**src/rtl/instruction_fetch_unit_if.sv**
```systemverilog
// Bus bundle for the fetch stage: instruction-memory request/response,
// processor-side valid/ready handshake, branch redirect and halt status.
interface instruction_fetch_unit_if;
    logic        imemReqValid;
    logic [31:0] imemReqAddr;
    logic        imemReqReady;
    logic        imemRespValid;
    logic [31:0] imemRespData;
    logic        instValid;
    logic [31:0] instData;
    logic [31:0] instPC;
    logic        instReady;
    logic        redirectValid;
    logic [31:0] redirectPC;
    logic        halted;

    modport master (
        output imemReqValid, imemReqAddr,
        input  imemReqReady, imemRespValid, imemRespData,
        output instValid, instData, instPC,
        input  instReady, redirectValid, redirectPC,
        output halted
    );

    modport slave (
        input  imemReqValid, imemReqAddr,
        output imemReqReady, imemRespValid, imemRespData,
        input  instValid, instData, instPC,
        output instReady, redirectValid, redirectPC,
        input  halted
    );
endinterface

```
**src/rtl/instruction_fetch_unit.sv**
```systemverilog
// Sequential instruction fetch with credit-limited prefetch FIFO, redirect flush
// and stale-response discard. Halt-word detection is enabled by IFU_HALT_DETECT_EN.
module instruction_fetch_unit #(
    parameter logic [31:0] RESET_PC   = 32'h0000_3000,
    parameter int          FIFO_DEPTH = 4
) (
    input logic                      clk,
    input logic                      rst_n,
    instruction_fetch_unit_if.master bus
);
    localparam int PW = $clog2(FIFO_DEPTH);
    localparam int CW = PW + 1;
    localparam logic [CW:0] DEPTH_EXT = (CW + 1)'(FIFO_DEPTH);
`ifdef IFU_HALT_DETECT_EN
    localparam logic [31:0] HALT_WORD = 32'hFC00_0000;
`endif

    typedef enum logic {RUN, HALT} state_t;

    state_t        state_reg, state_next;
    logic          running_reg;
    logic [31:0]   fetch_pc_reg, fetch_pc_next;
    logic [CW-1:0] inflight_reg, inflight_next;
    logic [CW-1:0] discard_reg, discard_next;
    logic [CW-1:0] count_reg, count_next;
    logic [PW-1:0] wr_ptr_reg, rd_ptr_reg;
    logic [PW-1:0] pcq_wr_reg, pcq_rd_reg;

    logic [31:0] data_mem [FIFO_DEPTH];
    logic [31:0] pc_mem   [FIFO_DEPTH];
    logic [31:0] pcq_mem  [FIFO_DEPTH];

    logic req_valid, req_fire, resp_fire, resp_keep, pop, halt_hit, redirect;
    logic inst_valid;
    logic [1:0] unused_redirect_bits;

    assign unused_redirect_bits = bus.redirectPC[1:0];
    assign redirect   = bus.redirectValid;
    assign inst_valid = (count_reg != '0);

    always_comb begin
        // Credits cover both outstanding requests and buffered words, so a
        // response can never arrive to a full FIFO.
        req_valid = running_reg && (state_reg == RUN) &&
                    (({1'b0, inflight_reg} + {1'b0, count_reg}) < DEPTH_EXT);
        req_fire  = req_valid && bus.imemReqReady;
        resp_fire = bus.imemRespValid && (inflight_reg != '0);
        resp_keep = resp_fire && (discard_reg == '0) && !redirect;
        pop       = inst_valid && bus.instReady && !redirect;
`ifdef IFU_HALT_DETECT_EN
        halt_hit  = resp_keep && (bus.imemRespData == HALT_WORD);
`else
        halt_hit  = 1'b0;
`endif
    end

    always_comb begin
        inflight_next = inflight_reg + CW'(req_fire) - CW'(resp_fire);

        // Everything still outstanding after a redirect or a halt is stale.
        discard_next = discard_reg;
        if (redirect || halt_hit) begin
            discard_next = inflight_next;
        end else if (resp_fire && (discard_reg != '0)) begin
            discard_next = discard_reg - CW'(1);
        end

        count_next = count_reg;
        if (redirect) begin
            count_next = '0;
        end else begin
            count_next = count_reg + CW'(resp_keep) - CW'(pop);
        end

        fetch_pc_next = fetch_pc_reg;
        if (redirect) begin
            fetch_pc_next = {bus.redirectPC[31:2], 2'b00};
        end else if (req_fire) begin
            fetch_pc_next = fetch_pc_reg + 32'd4;
        end

        state_next = state_reg;
        if (redirect) begin
            state_next = RUN;
        end else if (halt_hit) begin
            state_next = HALT;
        end
    end

    always_ff @(posedge clk or negedge rst_n) begin
        if (!rst_n) begin
            state_reg    <= RUN;
            running_reg  <= 1'b0;
            fetch_pc_reg <= RESET_PC;
            inflight_reg <= '0;
            discard_reg  <= '0;
            count_reg    <= '0;
            wr_ptr_reg   <= '0;
            rd_ptr_reg   <= '0;
            pcq_wr_reg   <= '0;
            pcq_rd_reg   <= '0;
        end else begin
            state_reg    <= state_next;
            running_reg  <= 1'b1;
            fetch_pc_reg <= fetch_pc_next;
            inflight_reg <= inflight_next;
            discard_reg  <= discard_next;
            count_reg    <= count_next;
            if (redirect) begin
                wr_ptr_reg <= '0;
                rd_ptr_reg <= '0;
            end else begin
                if (resp_keep) wr_ptr_reg <= wr_ptr_reg + PW'(1);
                if (pop)       rd_ptr_reg <= rd_ptr_reg + PW'(1);
            end
            // The PC queue tracks every accepted request, stale or not, so its
            // head always pairs with the next response.
            if (req_fire)  pcq_wr_reg <= pcq_wr_reg + PW'(1);
            if (resp_fire) pcq_rd_reg <= pcq_rd_reg + PW'(1);
        end
    end

    always_ff @(posedge clk) begin
        if (resp_keep) begin
            data_mem[wr_ptr_reg] <= bus.imemRespData;
            pc_mem[wr_ptr_reg]   <= pcq_mem[pcq_rd_reg];
        end
        if (req_fire) begin
            pcq_mem[pcq_wr_reg] <= fetch_pc_reg;
        end
    end

    assign bus.imemReqValid = req_valid;
    assign bus.imemReqAddr  = fetch_pc_reg;
    assign bus.instValid    = inst_valid;
    assign bus.instData     = inst_valid ? data_mem[rd_ptr_reg] : 32'd0;
    assign bus.instPC       = inst_valid ? pc_mem[rd_ptr_reg]   : 32'd0;
`ifdef IFU_HALT_DETECT_EN
    assign bus.halted       = (state_reg == HALT);
`else
    assign bus.halted       = 1'b0;
`endif
endmodule
```
**src/flat_wrapper.sv**
```systemverilog
// flat-port wrapper written by rule: the top's interface ports become plain ports
module instruction_fetch_unit_flat 
#(
    parameter logic [31:0] RESET_PC   = 32'h0000_3000,
    parameter int          FIFO_DEPTH = 4
)
  (clk, rst_n, bus_imemReqValid, bus_imemReqAddr, bus_imemReqReady, bus_imemRespValid, bus_imemRespData, bus_instValid, bus_instData, bus_instPC, bus_instReady, bus_redirectValid, bus_redirectPC, bus_halted);
  instruction_fetch_unit_if bus_i ();
  input logic clk;
  input logic rst_n;
  output wire logic [$bits(bus_i.imemReqValid)-1:0] bus_imemReqValid;
  output wire logic [$bits(bus_i.imemReqAddr)-1:0] bus_imemReqAddr;
  input wire logic [$bits(bus_i.imemReqReady)-1:0] bus_imemReqReady;
  input wire logic [$bits(bus_i.imemRespValid)-1:0] bus_imemRespValid;
  input wire logic [$bits(bus_i.imemRespData)-1:0] bus_imemRespData;
  output wire logic [$bits(bus_i.instValid)-1:0] bus_instValid;
  output wire logic [$bits(bus_i.instData)-1:0] bus_instData;
  output wire logic [$bits(bus_i.instPC)-1:0] bus_instPC;
  input wire logic [$bits(bus_i.instReady)-1:0] bus_instReady;
  input wire logic [$bits(bus_i.redirectValid)-1:0] bus_redirectValid;
  input wire logic [$bits(bus_i.redirectPC)-1:0] bus_redirectPC;
  output wire logic [$bits(bus_i.halted)-1:0] bus_halted;
  assign bus_imemReqValid = bus_i.imemReqValid;
  assign bus_imemReqAddr = bus_i.imemReqAddr;
  assign bus_i.imemReqReady = bus_imemReqReady;
  assign bus_i.imemRespValid = bus_imemRespValid;
  assign bus_i.imemRespData = bus_imemRespData;
  assign bus_instValid = bus_i.instValid;
  assign bus_instData = bus_i.instData;
  assign bus_instPC = bus_i.instPC;
  assign bus_i.instReady = bus_instReady;
  assign bus_i.redirectValid = bus_redirectValid;
  assign bus_i.redirectPC = bus_redirectPC;
  assign bus_halted = bus_i.halted;
  instruction_fetch_unit #(.RESET_PC(RESET_PC), .FIFO_DEPTH(FIFO_DEPTH)) u_core (.clk(clk), .rst_n(rst_n), .bus(bus_i));
endmodule
```
**config.mk**
```make
export PLATFORM = sky130hd
export DESIGN_NAME = instruction_fetch_unit_flat
export DESIGN_NICKNAME = d
export VERILOG_FILES = /design/src/rtl/instruction_fetch_unit_if.sv /design/src/rtl/instruction_fetch_unit.sv /design/src/flat_wrapper.sv
export SDC_FILE = /design/constraint.sdc
export NUM_CORES = 1
export LEC_CHECK = 0
export CORE_UTILIZATION = 60
export DETAILED_ROUTE_END_ITERATION = 10
export PLACE_DENSITY = 0.83
export SLEW_MARGIN = 20
export SYNTH_ARGS = -nofsm -noshare
export SYNTH_HDL_FRONTEND = slang
export SYNTH_SLANG_ARGS = --single-unit
```
**constraint.sdc**
```tcl
create_clock -name clk -period 4.59 [get_ports clk]
set_input_delay 0.918 -clock clk [delete_from_list [all_inputs] [get_ports clk]]
set_output_delay 0.918 -clock clk [all_outputs]
set_load 0.02 [all_outputs]
```
==> flow_summary.toml, run 1 <==
[setup_path]
critical_path.slowest_cell = "dfrtp_4"
start_kind = "register"
critical_path_class = "register to primary output"
cp_max_fo = 25
worstPathCellList = "buf_4 -> mux4_2 -> and2_1 -> clkdlybuf4s50_1"
endpoint_kind = "primary output"
required_ns = 3.67
slowest_delay_ns = 0.82
cp.arrival_ns = 3.02

[placement]
routabilityCongestion = 0.836
post-dp-hpwl_um = 20100
port_buffers = 161
dp.cells = 1388

[cells_and_area]
final_cell_count_no_fill = 1461
fin_util = 0.743
largest_reg_flops = 128
diodes = 0
drive_above_1_share = 0.177
top_regs = "u_core.data_mem (128), u_core.pc_mem (120), u_core.pcq_mem (120)"
syn_to_final_growth_pct = 21.2
fin_nets = 1148
top_register = "u_core.data_mem"

[drt]
routedWlPerCell_um = 23.7
vias = 8941
first_iter_violations = 762
first_pass_iters = 5
antenna_left = 0
via_per_inst = 6.12
wirelength_um = 34600
drcViolationCount = 0

[global_routing]
grt_pass1_vias = 9015
overflow = 0
grtUsageTotal = 0.251
antenna_found_initial = 0
grt_max_degree = 66
grt_pass1_wl_um = 52700

[die]
fp.coreArea_um2 = 27100
die_y_um = 168
start_util = 0.613
std_cell_rows = 60
die-area_um2 = 28400
die_w_um = 168
io_pins = 169

[timing]
timing.final.crit_share = 0.858
period_minus_slack_ns = 3.94
slew-limit-headroom = 0.458
fmax_ghz = 0.254
slew_viol_final = 0
fin_setup_tns_ns = 0
tightest_slew_ns = 0.814
finClkSkew_ns = 0.0158
hold_viol = 0
setup_violations = 0
rsz0062_at_grt = "false"

[power]
ir_drop_mv = 0.314
p_per_area_nw_per_um2 = 562
power.leakage_nw = 6.62

[job]
maxCapViolCount = 0

[clocking]
htree_num_levels = 2
cts_buffer_depth = 3
cts_buffers = 41
insertion_delay_ns = 0.53
tritoncts = "yes"
cts_hold_buf = 0
cts.clk_slew.worst_paths_ns = 0.06
cts_num_sinks = 416
postCtsResizedCells = 0
cts_setup_buffers = 0
clock-root-buffer = "clkbuf_16"

[synth]
ys_ff_latch = 416
synth_area_um2 = 16600
synth-main-ff-cell = "edfxtp_1"
synth.avg_cell_area_um2 = 19.0
yosys-top-cells-area = "edfxtp_1, mux4_2, dfrtp_1"
synthCells = 877
synth.top_cell.area_share = 0.665
synth_edf_count = 368
async_reset_ff_frac = 0.115
ys_types = 48
yosysTopAreaCell = "edfxtp_1"
ys_seq_area_frac = 0.737
yosys_warnings = 0

[hold_path]
hold_class = "primary input to async pin"

[outcome]
outcome = "finished, final reports clean"
[report_power, final]
group          total (mW)  internal (mW)  leakage, nW  switching (mW)
Clock                3.28           1.93        0.639            1.35
Combinational        3.17           1.54         2.10            1.63
Sequential           4.87           4.59         3.88           0.284
[cells in the mapped netlist (4+ instances only)]
cell type and instances:
xor2_1 7, o31ai_1 14, and4_1 7, ha_1 17, dfrtp_1 46, a31oi_1 18, o211ai_1 5, and2_1 68
buf_4 5, o21ai_0 8, or4_1 22, xnor2_1 8, buf_2 11, mux4_2 92, nand2_1 25, nor2_1 28
inv_1 20, clkbuf_1 30, nand4_1 10, edfxtp_1 368, or3_1 4, and3_1 9, nand3_1 18
[logic make-up (layout without fill, tap and decap cells)]
logic type,Yosys count,count (layout),share of synthesized area
compound gates,57,57,0.0230
xor+xnor,15,15,0.00790
fa+ha+maj,19,19,0.0152
buf+inv,70,278,0.0178
flops,416,416,0.737
mux,96,96,0.127
other cells,2,6,0.000452
simple gates,202,202,0.0716
[final timing paths]
path / start / endpoint / slack [ns] / cells past startpoint
worst max-delay path: u_core.rd_ptr_reg[0] / bus_instPC[26] / 0.65 / 4
worst min-delay path: rst_n / u_core.bus.imemReqAddr[16] / 0.34 / 1
worst max register to register: u_core.count_reg[2] / u_core.pcq_mem[0][13] / 1.79 / 6
worst min register to register: u_core.discard_reg[0] / u_core.discard_reg[0] / 0.60 / 2
max in group asynchronous: rst_n / u_core.rd_ptr_reg[0] / 3.47 / 2
min in group clk: u_core.discard_reg[0] / u_core.discard_reg[0] / 0.60 / 2
[worst max-delay path, delay by kind of cell (launching register included)]
family | cells | cell delay (ns)
buffers and inverters | 2 | 0.95
AND/OR/NAND/NOR | 1 | 0.18
flip-flops | 1 | 0.82
multiplexers | 1 | 0.54
[layer usage]
layer | track usage | part of all wire
met5 | 0 | 0
met4 | 0.0787 | 0.023
met3 | 0.0407 | 0.075
met2 | 0.412 | 0.50
met1 | 0.351 | 0.40
[cell usage in the layout, fill, tap and decap left out, types with 6 or more instances in the layout]
master and instances:
a31oi_1 18, and2_1 68, and4_1 7, buf_12 10, buf_4 13, clkbuf_1 10
clkbuf_16 43, clkbuf_8 6, clkdlybuf4s50_1 160, conb_1 6, dfrtp_1 43, edfxtp_1 368
ha_1 17, inv_1 20, mux4_2 92, nand2_1 25, nand3_1 18, nand4_1 10
nor2_1 28, o21ai_0 8, o31ai_1 14, or4_1 22, xnor2_1 8, xor2_1 7
[layout make-up]
cell class / count / area [um2]
clock inverter: 14 / 138
multi-input combinational: 395 / 4100
sequential: 416 / 12300
clock buffer: 59 / 1200
tap: 372 / 465
inverter: 21 / 78.8
timing repair buffer: 184 / 1900
fill: 1523 / 6960
[stage by stage]
step           power, mW  hold WS, ns  setup slack (ns)  instance area [um2]
2_1_floorplan       6.83        0.538              1.06                16600
3_3_place_gp        7.98        0.563              1.11                18800
3_5_place_dp        8.09        0.580              1.07                18800
4_1_cts             11.4        0.330             0.590                20100
5_1_grt             11.8        0.360             0.530                20100
6_report            11.3        0.338             0.652                20100
Note: power is estimated with default switching activity, not from simulation.
==> inputs of run 2 (changes only) <==
--- a/config.mk
+++ b/config.mk
@@ -5,9 +5,9 @@
 export SDC_FILE = /design/constraint.sdc
 export NUM_CORES = 1
 export LEC_CHECK = 0
-export CORE_UTILIZATION = 60
+export CORE_UTILIZATION = 57
 export DETAILED_ROUTE_END_ITERATION = 10
-export PLACE_DENSITY = 0.83
+export PLACE_DENSITY = 0.79
 export SLEW_MARGIN = 20
 export SYNTH_ARGS = -nofsm -noshare
 export SYNTH_HDL_FRONTEND = slang
==> constraint.sdc (replaced) <==
create_clock -name clk -period 4.15 [get_ports clk]
set_input_delay 0.83 -clock clk [delete_from_list [all_inputs] [get_ports clk]]
set_output_delay 0.83 -clock clk [all_outputs]
set_load 0.02 [all_outputs]
==> flow_summary.toml, run 2 (synthesis results as in run 1) <==
[outcome]
outcome = "finished, final reports clean"

[placement]
preCtsSetupSlack_ns = 0.903
routabilityCongestion = 0.837
port_buffers = 161
post-dp-hpwl_um = 19800

[timing]
slew_viol_final = 0
setup_violations = 0
rsz0062_at_grt = "false"
finalHoldWorstSlack_ns = 0.390
fin_setup_tns_ns = 0
timing.final.crit_share = 0.900
tightest_slew_ns = 0.815
fmax_ghz = 0.268
finClkSkew_ns = 0.0111
slew-limit-headroom = 0.456
hold_viol = 0
setup_slack_ns = 0.417
period_minus_slack_ns = 3.73

[global_routing]
grt_max_degree = 57
grt_pass1_vias = 9000
overflow = 0
grt_use_met3 = 0.0345
antenna_found_initial = 0
grt_pass1_wl_um = 50000
grtUsageTotal = 0.219
gr-max-usage-layer = "met2"
met2_usage = 0.376
grtUsageMet1 = 0.297

[cells_and_area]
nFillCells = 1795
syn_to_final_growth_pct = 21.1
regArea_um2 = 12300
top_register = "u_core.data_mem"
multiInputGateArea_um2 = 4100
top_regs = "u_core.data_mem (128), u_core.pc_mem (120), u_core.pcq_mem (120)"
fin_nets = 1149
diodes = 0
largest_reg_flops = 128
drive_above_1_share = 0.177
layout_commonest_cell = "edfxtp_1"
layout_common_cells = "edfxtp_1, clkdlybuf4s50_1, mux4_2"

[clocking]
htree_num_levels = 2
tritoncts = "yes"
cts_setup_buffers = 0
cts_buffer_depth = 3
postCtsResizedCells = 0
cts_num_sinks = 416
cts_buffers = 40
insertion_delay_ns = 0.52
clock-root-buffer = "clkbuf_16"
cts_hold_buf = 0
cts.clk_slew.worst_paths_ns = 0.06

[drt]
via_per_inst = 5.92
wirelength_um = 32100
routedWlPerCell_um = 21.8
drcViolationCount = 0
antenna_left = 0
first_iter_violations = 683
first_pass_iters = 7
vias = 8718

[die]
start_util = 0.579
die_w_um = 173
std_cell_rows = 62
die-area_um2 = 29900
die_y_um = 173
io_pins = 169
fp.coreArea_um2 = 28700

[setup_path]
critical_path.slowest_cell = "or3_2"
ff2ff_path_depth = 10
cp.arrival_ns = 2.90
critical_path_class = "register to primary output"
cp_max_fo = 37
slowest_delay_ns = 0.84
start_kind = "register"
crit_path_end = "bus_instPC[29]"
required_ns = 3.32
endpoint_kind = "primary output"
startpoint = "u_core.count_reg[1]"
worstPathCellList = "or3_2 -> buf_4 -> and2_1 -> clkdlybuf4s50_1"
reg2reg_slack_ns = 1.37
timing.rr.start = "u_core.count_reg[1]"
rr_endpoint = "u_core.count_reg[2]"

[power]
ir_drop_mv = 0.356
p_per_area_nw_per_um2 = 616
power.leakage_nw = 6.62

[hold_path]
hold_class = "primary input to async pin"

[job]
maxCapViolCount = 0
-- run 2: cell count changes in the layout (fill, tap and decap cells not counted), moves of 3 or more --
| cell | previous run | this run |
|---|---|---|
| bufinv_16 | 2 | 5 |
| clkbuf_8 | 6 | 0 |
| clkinv_2 | 2 | 8 |
| clkinvlp_4 | 4 | 1 |
-- run 2: worst min-delay path by stage --
stage                                  to  slack [ns]  cells past startpoint
5_1_grt        u_core.bus.imemReqAddr[17]        0.44                      1
3_5_place_dp   u_core.bus.imemReqAddr[13]        0.57                      2
4_1_cts        u_core.bus.imemReqAddr[17]        0.40                      1
6_report       u_core.bus.imemReqAddr[17]        0.39                      1
2_1_floorplan  u_core.bus.imemReqAddr[10]        0.53                      0
3_3_place_gp        u_core.discard_reg[0]        0.57                      2
-- run 2: where the power goes --
group	switching, mW	leakage, nW	internal [mW]
logic	1.68	2.11	1.70
registers	0.364	3.88	5.08
clock network	1.45	0.633	2.13
-- run 2: critical path, delay by kind of cell (launching register included) --
kind,cells,cell delay (ns)
AND/OR/NAND/NOR,2,1.01
buffers and inverters,2,0.92
flip-flops,1,0.44
-- run 2: metrics by stage --
step	power (mW)	utilization	cells	area [um2]
2_1_floorplan	7.56	-	881	16600
3_3_place_gp	8.87	0.656	1402	18800
3_5_place_dp	8.96	0.656	1402	18800
4_1_cts	12.5	0.701	1473	20100
5_1_grt	12.9	0.701	1473	20100
6_report	12.4	0.701	1473	20100
-- run 2: cell type report --
class	count	area share
flip-flops and latches	416	0.609
multi-input cells	395	0.204
repair buffers	186	0.0953
clock buffers	53	0.0532
well taps	384	0.0239
clock inverters	18	0.0111
inverters	21	0.00392
-- run 2: per-layer routing --
metal | part of all wire | wire [um]
met5 | 0 | 0
met4 | 0.018 | 575
met3 | 0.061 | 1950
met2 | 0.50 | 16200
met1 | 0.42 | 13400
